--- config.mk ---
export PLATFORM = sky130hd
export DESIGN_NAME = dmem_arbiter
export DESIGN_NICKNAME = d
export VERILOG_FILES = /design/src/rtl/simplecpu_pkg.sv /design/src/rtl/dmem_arb_pick.sv /design/src/rtl/dmem_arbiter.sv
export SDC_FILE = /design/constraint.sdc
export NUM_CORES = 1
export LEC_CHECK = 0
export CAP_MARGIN = 20
export CORE_MARGIN = 2
export CORE_UTILIZATION = 41
export DETAILED_ROUTE_END_ITERATION = 12
export GPL_TIMING_DRIVEN = 1
export PLACE_DENSITY_LB_ADDON = 0.1
export SLEW_MARGIN = 10
export SYNTH_ARGS = -nofsm -noshare
export SYNTH_HDL_FRONTEND = slang
export SYNTH_SLANG_ARGS = --single-unit
export TNS_END_PERCENT = 100
--- constraint.sdc ---
create_clock -name clk -period 1.6 [get_ports clk]
set_clock_uncertainty 0.1 [all_clocks]
set_input_delay 0.32 -clock clk [delete_from_list [all_inputs] [get_ports clk]]
set_output_delay 0.32 -clock clk [all_outputs]
set_load 0.02 [all_outputs]
--- src/rtl/simplecpu_pkg.sv ---
// Shared definitions for the data-memory arbiter: default bus widths and
// the arbiter FSM state encoding.
package simplecpu_pkg;

  localparam int unsigned ADDR_W_DEF = 8;
  localparam int unsigned DATA_W_DEF = 8;

  typedef enum logic [0:0] {
    IDLE   = 1'b0,
    ACCESS = 1'b1
  } state_t;

endpackage

--- src/rtl/dmem_arb_pick.sv ---
// Winner selection between the CPU (port 0) and loader/debug (port 1).
// Optional feature macro: DMEM_ARB_RR_EN (round-robin ties, else port 0 wins).
// Ports:
//   req0, req1 : pending requests
//   ptr        : index of the most recent winner (ignored in fixed priority)
//   winner     : selected port index, combinational
import simplecpu_pkg::*;

module dmem_arb_pick (
  input  logic req0,
  input  logic req1,
  input  logic ptr,
  output logic winner
);

`ifdef DMEM_ARB_RR_EN
  // On a tie the port that did not win last time gets the grant.
  always_comb begin
    winner = 1'b0;
    if (req0 && req1) begin
      winner = ~ptr;
    end else if (req1) begin
      winner = 1'b1;
    end
  end
`else
  logic unused_ptr;
  assign unused_ptr = ptr;

  // Fixed priority: port 1 only wins when port 0 is not asking.
  always_comb begin
    winner = 1'b0;
    if (!req0 && req1) begin
      winner = 1'b1;
    end
  end
`endif

endmodule

--- src/rtl/dmem_arbiter.sv ---
// Two-port arbiter in front of a single-port data memory with combinational
// read data and negedge writes. Each transaction is one IDLE->ACCESS->IDLE
// round trip; reads return on rdata/rvalid of the winning port.
// Optional feature macro: DMEM_ARB_RR_EN (round-robin tie-break with pointer).
// Ports:
//   clk, rst                              : clock, async active-high reset
//   req/we/addr/wdata{0,1}                : requester inputs (0 = CPU, 1 = loader)
//   gnt/rvalid/rdata{0,1}                 : requester outputs
//   mem_raddr, mem_waddr, mem_we, mem_din : memory command
//   mem_dout                              : memory read data (combinational)
//   busy, owner                           : in ACCESS / latched winner index
import simplecpu_pkg::*;

module dmem_arbiter #(
  parameter int unsigned ADDR_W = ADDR_W_DEF,
  parameter int unsigned DATA_W = DATA_W_DEF
) (
  input  logic              clk,
  input  logic              rst,
  input  logic              req0,
  input  logic              we0,
  input  logic [ADDR_W-1:0] addr0,
  input  logic [DATA_W-1:0] wdata0,
  output logic              gnt0,
  output logic              rvalid0,
  output logic [DATA_W-1:0] rdata0,
  input  logic              req1,
  input  logic              we1,
  input  logic [ADDR_W-1:0] addr1,
  input  logic [DATA_W-1:0] wdata1,
  output logic              gnt1,
  output logic              rvalid1,
  output logic [DATA_W-1:0] rdata1,
  output logic [ADDR_W-1:0] mem_raddr,
  output logic [ADDR_W-1:0] mem_waddr,
  output logic              mem_we,
  output logic [DATA_W-1:0] mem_din,
  input  logic [DATA_W-1:0] mem_dout,
  output logic              busy,
  output logic              owner
);

  state_t state_q;
  state_t state_d;

  logic              win;
  logic              ptr;
  logic              start;
  logic              sel_we;
  logic [ADDR_W-1:0] sel_addr;
  logic [DATA_W-1:0] sel_wdata;

`ifdef DMEM_ARB_RR_EN
  logic ptr_q;

  // Pointer remembers the last winner; advances on every accepted request.
  always_ff @(posedge clk or posedge rst) begin
    if (rst) begin
      ptr_q <= 1'b0;
    end else if (start) begin
      ptr_q <= win;
    end
  end

  assign ptr = ptr_q;
`else
  assign ptr = 1'b0;
`endif

  dmem_arb_pick u_pick (
    .req0   (req0),
    .req1   (req1),
    .ptr    (ptr),
    .winner (win)
  );

  assign start     = (state_q == IDLE) && (req0 || req1);
  assign sel_we    = win ? we1 : we0;
  assign sel_addr  = win ? addr1 : addr0;
  assign sel_wdata = win ? wdata1 : wdata0;

  // State register.
  always_ff @(posedge clk or posedge rst) begin
    if (rst) begin
      state_q <= IDLE;
    end else begin
      state_q <= state_d;
    end
  end

  // Next state: ACCESS always lasts exactly one cycle.
  always_comb begin
    state_d = state_q;
    case (state_q)
      IDLE:    if (req0 || req1) state_d = ACCESS;
      ACCESS:  state_d = IDLE;
      default: state_d = IDLE;
    endcase
  end

  // Registered outputs: the memory command registers double as the latched
  // request, so they naturally hold their value through IDLE.
  always_ff @(posedge clk or posedge rst) begin
    if (rst) begin
      mem_raddr <= '0;
      mem_waddr <= '0;
      mem_din   <= '0;
      mem_we    <= 1'b0;
      gnt0      <= 1'b0;
      gnt1      <= 1'b0;
      rvalid0   <= 1'b0;
      rvalid1   <= 1'b0;
      rdata0    <= '0;
      rdata1    <= '0;
      busy      <= 1'b0;
      owner     <= 1'b0;
    end else begin
      rvalid0 <= 1'b0;
      rvalid1 <= 1'b0;
      if (start) begin
        mem_raddr <= sel_addr;
        mem_waddr <= sel_addr;
        mem_din   <= sel_wdata;
        mem_we    <= sel_we;
        gnt0      <= ~win;
        gnt1      <= win;
        busy      <= 1'b1;
        owner     <= win;
      end else if (state_q == ACCESS) begin
        mem_we <= 1'b0;
        gnt0   <= 1'b0;
        gnt1   <= 1'b0;
        busy   <= 1'b0;
        // mem_we still holds the latched we for the transaction ending here.
        if (!mem_we) begin
          if (owner) begin
            rdata1  <= mem_dout;
            rvalid1 <= 1'b1;
          end else begin
            rdata0  <= mem_dout;
            rvalid0 <= 1'b1;
          end
        end
      end
    end
  end

endmodule
## Word-level counts from Yosys, hierarchy flattened

Cells that the tools add are included.

| word-level totals | value |
|---|---|
| register bits after elaboration | 40 |
| latch bits | 0 |
| RAM bits | 0 |
| ROM bits | 0 |
| bits of input ports | 46 |
| output and inout port bits | 47 |
| logic and storage cells | 43 |
| memories | 0 |

| operators by class | value |
|---|---|
| add/sub/neg operators | 0 |
| $mul | 0 |
| div/mod/pow operators | 0 |
| order comparisons | 0 |
| equality and inequality tests | 0 |
| shift-type cells | 0 |
| mux-type cells | 19 |
| bitwise operators | 5 |
| reductions and logical operators | 7 |

Operators with widths:

| kind | count |
|---|---|
| 1-bit 2-to-1 mux | 16 |
| 8-bit 2-to-1 mux | 2 |
| 4-bit AND reduction | 2 |
| 1-bit NOT | 5 |
| 1-bit logical AND | 2 |
| 1-bit case mux with 2 select lines | 1 |
| 2-bit nonzero test | 1 |
| 1-bit logical NOT | 1 |
| 1-bit logical OR | 1 |

## Logic depth before layout (Yosys ltp)

Gate-level depths: netlist of run 1.

| logic depth | value |
|---|---|
| depth in word-level cells | 5 |
| gate-level depth with buffers | 4 |
| gate-level depth less buffers | 2 |

## Hierarchy

From an unflattened synthesis of run 1, not the netlist that was laid out.

| second synthesis, totals | value |
|---|---|
| cells, all modules | 120 |
| area total of the unflattened synthesis | 1803.0 um^2 |

By module, submodules not included:

| module | times used | cells each | area each (um^2) |
|---|---|---|---|
| dmem_arbiter | 1 | 119 | 1789.2 |
| dmem_arb_pick | 1 | 1 | 13.8 |

## Worst setup path after synthesis of run 1

OpenSTA, ideal clock, no wires.

| path | value |
|---|---|
| path type | reg2reg |
| from | reg owner |
| to | reg rdata0[0] |
| data arrival time | 1.187 ns |
| data required time | 1.372 ns |
| slack | 0.185 ns |
| stages on the path, launching flop included | 4 |
| path buffers | 1 |
| period minus slack after synthesis | 1.415 ns |
| cell sequence | dfrtp_1 nor3b_1 buf_4 mux2_1 |

| between the ends | value |
|---|---|
| longest elaborated chain between the ends | 2 |

Ends and longest elaborated chain:

| item | RTL line | text |
|---|---|---|
| start: declaration | dmem_arbiter.sv:40 | `output logic owner` |
| start signal: assignment | dmem_arbiter.sv:128 | `owner <= win;` |
| 1-bit NOT (no line) | -- |  |
| 4-bit AND reduction (no line) | -- |  |
| end signal: assignment | dmem_arbiter.sv:140 | `rdata0 <= mem_dout;` |
| end: declaration | dmem_arbiter.sv:26 | `output logic [DATA_W-1:0] rdata0,` |

Every way passes these cells.
A chain may end at the register's enable or synchronous reset.

## Final worst setup path of run 1

| path | value |
|---|---|
| from | reg owner |
| to | out owner |

No word-level cell between the ends.

==> results of run 1 <==
-- placed cells by master (no fill, tap or decap), types with 3 or more instances in the layout --
cell type / netlist / routed
dlygate4sd2_1: 0 / 47
clkdlybuf4s50_1: 0 / 45
dfrtp_1: 40 / 40
inv_1: 24 / 23
mux2_1: 16 / 16
nor3b_1: 14 / 14
buf_4: 12 / 12
a211oi_2: 10 / 10
nor4b_1: 10 / 10
clkbuf_8: 0 / 6
nor2_1: 5 / 5
a211oi_1: 4 / 4
nor2b_1: 3 / 3
a222oi_1: 3 / 3
nor4b_2: 3 / 3
-- metrics by stage --
stage	power [W]	hold slack (ns)	cells
global placement	0.00305	0.368	301
CTS	0.00352	0.269	309
finish	0.00347	0.260	309
detailed placement	0.00307	0.374	301
global route	0.00369	0.289	309
floorplan	0.00228	0.352	160
-- worst min path at each step --
stage / to
floorplan: rdata1[0]
global placement: rdata0[1]
detailed placement: rdata0[2]
CTS: mem_waddr[7]
global route: mem_waddr[7]
finish: rdata0[5]
-- cell usage after synthesis --
cell      count
nor3b_1      14
buf_2         3
nor4b_2       3
nor3_1        2
nand2b_1      2
o21bai_4      1
mux2_1       16
buf_6         4
a21oi_1       2
dfrtp_1      40
buf_4        12
nor2b_1       3
a211oi_2     10
inv_1        24
a211oi_1      4
mux2i_1       1
nor2_1        5
a222oi_1      3
nand3b_4      1
nor4b_1      10
-- logic make-up (layout without fill, tap and decap cells) --
kind of cell	count (synthesis)	in the layout	share of synthesized area [%]
compound gates	20	20	10.9
buf+inv	43	138	12.2
mux	17	17	9.69
flops	40	40	51.0
simple gates	40	40	16.2
-- report_power, final --
| group | internal [W] | switching (W) |
|---|---|---|
| clock | 0.000352 | 0.000326 |
| sequential | 0.00128 | 0.000132 |
| combinational | 0.000633 | 0.000753 |
-- routing by layer --
metal	share of wire (%)	track usage, %	vias up
li1	-	-	738
met1	42	20.2	734
met2	50	30.9	53
met3	5.7	4.14	8
met4	1.8	7.41	0
met5	0	0	-
-- layout make-up --
class,instances,area share [%]
sequential,40,33.8
timing repair buffer,106,33.5
multi-input combinational,77,24.4
clock buffer,8,3.04
inverter,24,3.04
tap,54,2.28
-- sequential cells by signal, summed over array words and instances (netlist names) --
| signal | flops |
|---|---|
| gnt1 | 1 |
| mem_din | 8 |
| rdata0 | 8 |
| gnt0 | 1 |
| rvalid1 | 1 |
| rvalid0 | 1 |
| rdata1 | 8 |
| mem_waddr | 8 |
| mem_we | 1 |
| busy | 1 |
| state_q | 1 |
| owner | 1 |
-- worst register-to-register path, stage by stage, from the launching register on --
cell and delay [ns]:
dfrtp_1 0.44, nor3b_1 0.23, buf_4 0.22, mux2_1 0.34
==> qor.yml, run 1 <==
die_area_mm2: 0.00536
core_mm2: 0.00466
io_pins: 93
cp-start-kind: "flop"
die_x_um: 73.2
insertion_delay_ns: 0.29
hold_buffers: 0
synthesis.area_mm2: 0.00196
vias: 1533
cap_violations: 0
fin_area_mm2: 0.00296
clockBufferDepth: 2
avgSynthCellArea_um2: 12.3
hold_path_class: "in2async"
cts_tree: "yes"
status: "finished, final reports clean"
synthTopCellsByArea: "dfrtp_1 51%, mux2_1 9.2%, a211oi_2 6.4%, nor3b_1 5.4%, buf_4 4.6%"
place_congestion: 0.752
startpoint: "owner"
worst_pin_slew_ns: 0.373
post_cts_buffers: 0
setup_viol: 0
grt_pass1_wl_um: 7150
fin_setup_tns_ns: 0
timing.slew.headroom_pct: 74.8
cts.sinks: 40
critical_path_arrival_ns: 1.10
path_cells: "dlygate4sd2_1"
overflow: 0
utilization_pct: 63.6
seq_area_mm2: 0.00100
rr_worst_depth: 3
yosys.area.top_type: "dfrtp_1"
firstDrtPassIters: 6
drive_above_1_share_pct: 13.7
dr.first_iter.drc_count: 65
start_util_pct: 42.1
hold_violations: 0
fmax_mhz: 659
syn_nets: 206
nFillCells: 400
min_period_ns: 1.52
io_buffers: 92
rsz0062_at_grt: "false"
syn_to_final_growth_pct: 50.9
ir_drop_uv: 609
slowest_stage: "dfrtp_1"
drt_wl_total_um: 4320
r2r_slack_ns: 0.16
r2r_end: "rdata0[5]"
fp.dieH_um: 73.2
synth.distinct_cells: 20
r2r-start: "owner"
crit_end: "owner"
cp.required_ns: 1.18
dpl_cell_area_mm2: 0.00293
layout.nets: 300
dp.final_hpwl_um: 3190
root_buffer: "clkbuf_8"
grt_max_degree: 41
worst_slack_ns: 0.0815
cts_buffers: 5
route.antenna.remaining_nets: 0
antenna_found_initial: 0
cp_top_family: "flip-flops"
path_buf_inv: 1
path_class: "reg2out"
crit_cells: 1
antenna_cells: 0
clk_pin_slew_ns: 0.08
place_ws_ns: -0.145
grt_pass1_vias: 1549
seq_area_frac_synth_pct: 51.0
slew_violations: 0
crit_path_max_incr_delay_ns: 0.44
track_usage_pct: 17.6
yosys.area.top_type_share_pct: 51.0
num_rows: 25
viasPerCell: 4.96
endpoint_kind: "primary output"
ys_seq_elements: 40
post_cts_resized: 47
yosysWarnings: 0
syn_inst: 160
cp_max_fo: 4
drc_errors: 0
min_period_over_period_pct: 94.9
cellPowerDensity_mw_per_mm2: 1170
multi_input_comb_area_um2: 722
leakagePower_nw: 1.34
h-tree-depth: 2
wl_per_cell_um: 14.0
(Power assumes the default switching activity.)
==> run 2: changes to the inputs <==
--- a/config.mk
+++ b/config.mk
@@ -8,6 +8,7 @@
 export CAP_MARGIN = 20
 export CORE_MARGIN = 2
 export CORE_UTILIZATION = 41
+export CTS_CLUSTER_SIZE = 24
 export DETAILED_ROUTE_END_ITERATION = 12
 export GPL_TIMING_DRIVEN = 1
 export PLACE_DENSITY_LB_ADDON = 0.1
==> constraint.sdc (replaced) <==
create_clock -name clk -period 1.57 [get_ports clk]
set_clock_uncertainty 0.1 [all_clocks]
set_input_delay 0.314 -clock clk [delete_from_list [all_inputs] [get_ports clk]]
set_output_delay 0.314 -clock clk [all_outputs]
set_load 0.02 [all_outputs]
==> run 2 against run 1 <==
  * Register-to-register slack lost 0.03 ns
  * Critical path type unchanged
  * Utilization grew 1.5 points
  * Critical endpoint unchanged
  * First-iteration DRC count grew 32%
  * Final cell count is the same
  * Via count shrank 0.26%
  * Largest cell class unchanged
==> qor.yml, run 2 (synthesis gave the netlist of run 1 again) <==
status: "finished, final reports clean"
p_sw_w: 0.00127  # +4.9%
cp.required_ns: 1.16  # -0.02 ns
viasPerCell: 4.95  # -0.26%
pwr-share-clk_pct: 28.8  # +9.3 points
route.antenna.remaining_nets: 0  # unchanged
slew_violations: 0  # unchanged
leakagePower_nw: 1.37  # +2.4%
cp_top_family: "flip-flops"
fp.dieH_um: 73.2  # unchanged
cellPowerDensity_mw_per_mm2: 1320  # +13%
r2r_end: "rdata0[5]"
mostFrequentLayoutCell: "dlygate4sd2_1"
power_frac_comb_pct: 35.3  # -4.6 points
p_seq_share_pct: 35.9  # -4.7 points
root_buffer: "clkbuf_8"
drive_above_1_share_pct: 14.5  # +0.78 points
hold_path_class: "in2async"
dr.first_iter.drc_count: 86  # +32%
core_mm2: 0.00466  # unchanged
firstDrtPassIters: 4  # -2
r2r_slack_ns: 0.13  # -0.03 ns
die_area_mm2: 0.00536  # unchanged
h-tree-depth: 2  # unchanged
cp-start-kind: "flop"
path_class: "reg2out"
antenna_cells: 0  # unchanged
cts.sinks: 40  # unchanged
fin_area_mm2: 0.00303  # +2.4%
slowest_stage: "dfrtp_1"
wl_per_cell_um: 14.1  # +0.90%
ir_drop_uv: 555  # -9.0%
nFillCells: 386  # -3.5%
start_util_pct: 42.1  # unchanged
drc_errors: 0  # unchanged
instances_no_fill: 309  # unchanged
cts_buffers: 5  # unchanged
worst_pin_slew_ns: 0.342  # -0.0310 ns
setup_viol: 0  # unchanged
drt_wl_total_um: 4360  # +0.90%
r2r-start: "owner"
track_usage_pct: 17.4  # -0.14 points
cap_violations: 0  # unchanged
p_int_w: 0.00274  # +21%
overflow: 0  # unchanged
numPlacedInstances: 301  # unchanged
vias: 1529  # -0.26%
clk_pin_slew_ns: 0.08  # about the same
rsz0062_at_grt: "false"
grt_pass1_wl_um: 7090  # -0.87%
syn_to_final_growth_pct: 54.5
min_period_over_period_pct: 95.5
cp_max_fo: 4  # unchanged
cts_tree: "yes"
dp.final_hpwl_um: 3140  # -1.8%
hold_buffers: 0  # unchanged
swShare_pct: 31.6  # -3.2 points
antenna_found_initial: 0  # unchanged
path_buf_inv: 1  # unchanged
timing.slew.headroom_pct: 76.9  # +2.1 points
place_congestion: 0.752  # unchanged
rr_worst_depth: 3  # unchanged
min_period_ns: 1.50
grt_pass1_vias: 1519  # -1.9%
layout.nets: 300  # unchanged
clockBufferDepth: 2  # unchanged
layout_common_cells: "46 x dlygate4sd2_1, 45 x clkdlybuf4s50_1, 40 x dfrtp_1, 23 x inv_1, 16 x mux2_1"
io_buffers: 92  # unchanged
grt_max_degree: 41  # unchanged
dpl_cell_area_mm2: 0.00293  # unchanged
io_pins: 93  # unchanged
fmax_mhz: 667
path_cells: "clkdlybuf4s15_1"
critical_path_arrival_ns: 1.08  # -0.02 ns
crit_path_max_incr_delay_ns: 0.46  # +0.02 ns
insertion_delay_ns: 0.28  # about the same
die_x_um: 73.2  # unchanged
endpoint_kind: "primary output"
hold_violations: 0  # unchanged
num_rows: 25  # unchanged
==> run 2: changes by cell type in the layout (fill, tap and decap cells not counted), sizes merged <==
cell and delta:
dlygate4sd2 -1, clkdlybuf4s15 +1, clkbuf -3, bufinv +3
==> run 2: metal layers <==
metal  vias up  part of all wire (%)  GRT usage, %
met1       739                    43          20.4
met5         -                     0             0
met2        49                    51          30.5
met3         4                   5.3          4.97
met4         0                   1.3          5.76
li1        737                     -             -
==> run 2: layout make-up <==
type	instances	area, um2	share of cell area (%)
repair buffers	106	993	32.8
inverters	24	90.1	2.97
flip-flops and latches	40	1000	33.0
well taps	54	67.6	2.23
clock inverters	3	90.1	2.97
clock buffers	5	68.8	2.27
multi-input cells	77	722	23.8
==> run 2: how the worst max path moves through the flow <==
| stage | startpoint | endpoint | cells after the start |
|---|---|---|---|
| final | owner | owner | 1 |
| after global routing | owner | owner | 1 |
| after CTS | owner | owner | 1 |
| after detailed placement | req1 | mem_din[0] | 4 |
| after global placement | req1 | mem_din[0] | 4 |
| after floorplan | owner | rdata0[0] | 3 |
==> run 2: power by group through the flow <==
stage / clock network (W) / logic (W) / registers (W)
detailed placement: 0 / 0.00165 / 0.00148
finish: 0.00116 / 0.00142 / 0.00144
global placement: 0 / 0.00164 / 0.00147
floorplan: 0 / 0.000513 / 0.00181
CTS: 0.00118 / 0.00144 / 0.00144
global route: 0.00123 / 0.00152 / 0.00148
==> run 2: what timing repair did <==
action / in CTS / in global routing
endpoints found under the setup margin: 47 / 1
hold endpoints to repair: 0 / 0
setup buffers: 0 / 0
gates resized for setup: 47 / 1
==> run 2: stage by stage <==
step           setup TNS (ns)  util (%)  total power [W]  hold WS [ns]  setup slack, ns
2_1_floorplan               0         -          0.00232         0.346            0.155
3_3_place_gp            -1.14      62.9          0.00311         0.368           -0.118
3_5_place_dp            -1.52      62.9          0.00313         0.374           -0.161
4_1_cts                     0      65.0          0.00406         0.261           0.0334
5_1_grt                     0      65.1          0.00423         0.276           0.0183
6_report                    0      65.1          0.00401         0.256           0.0713
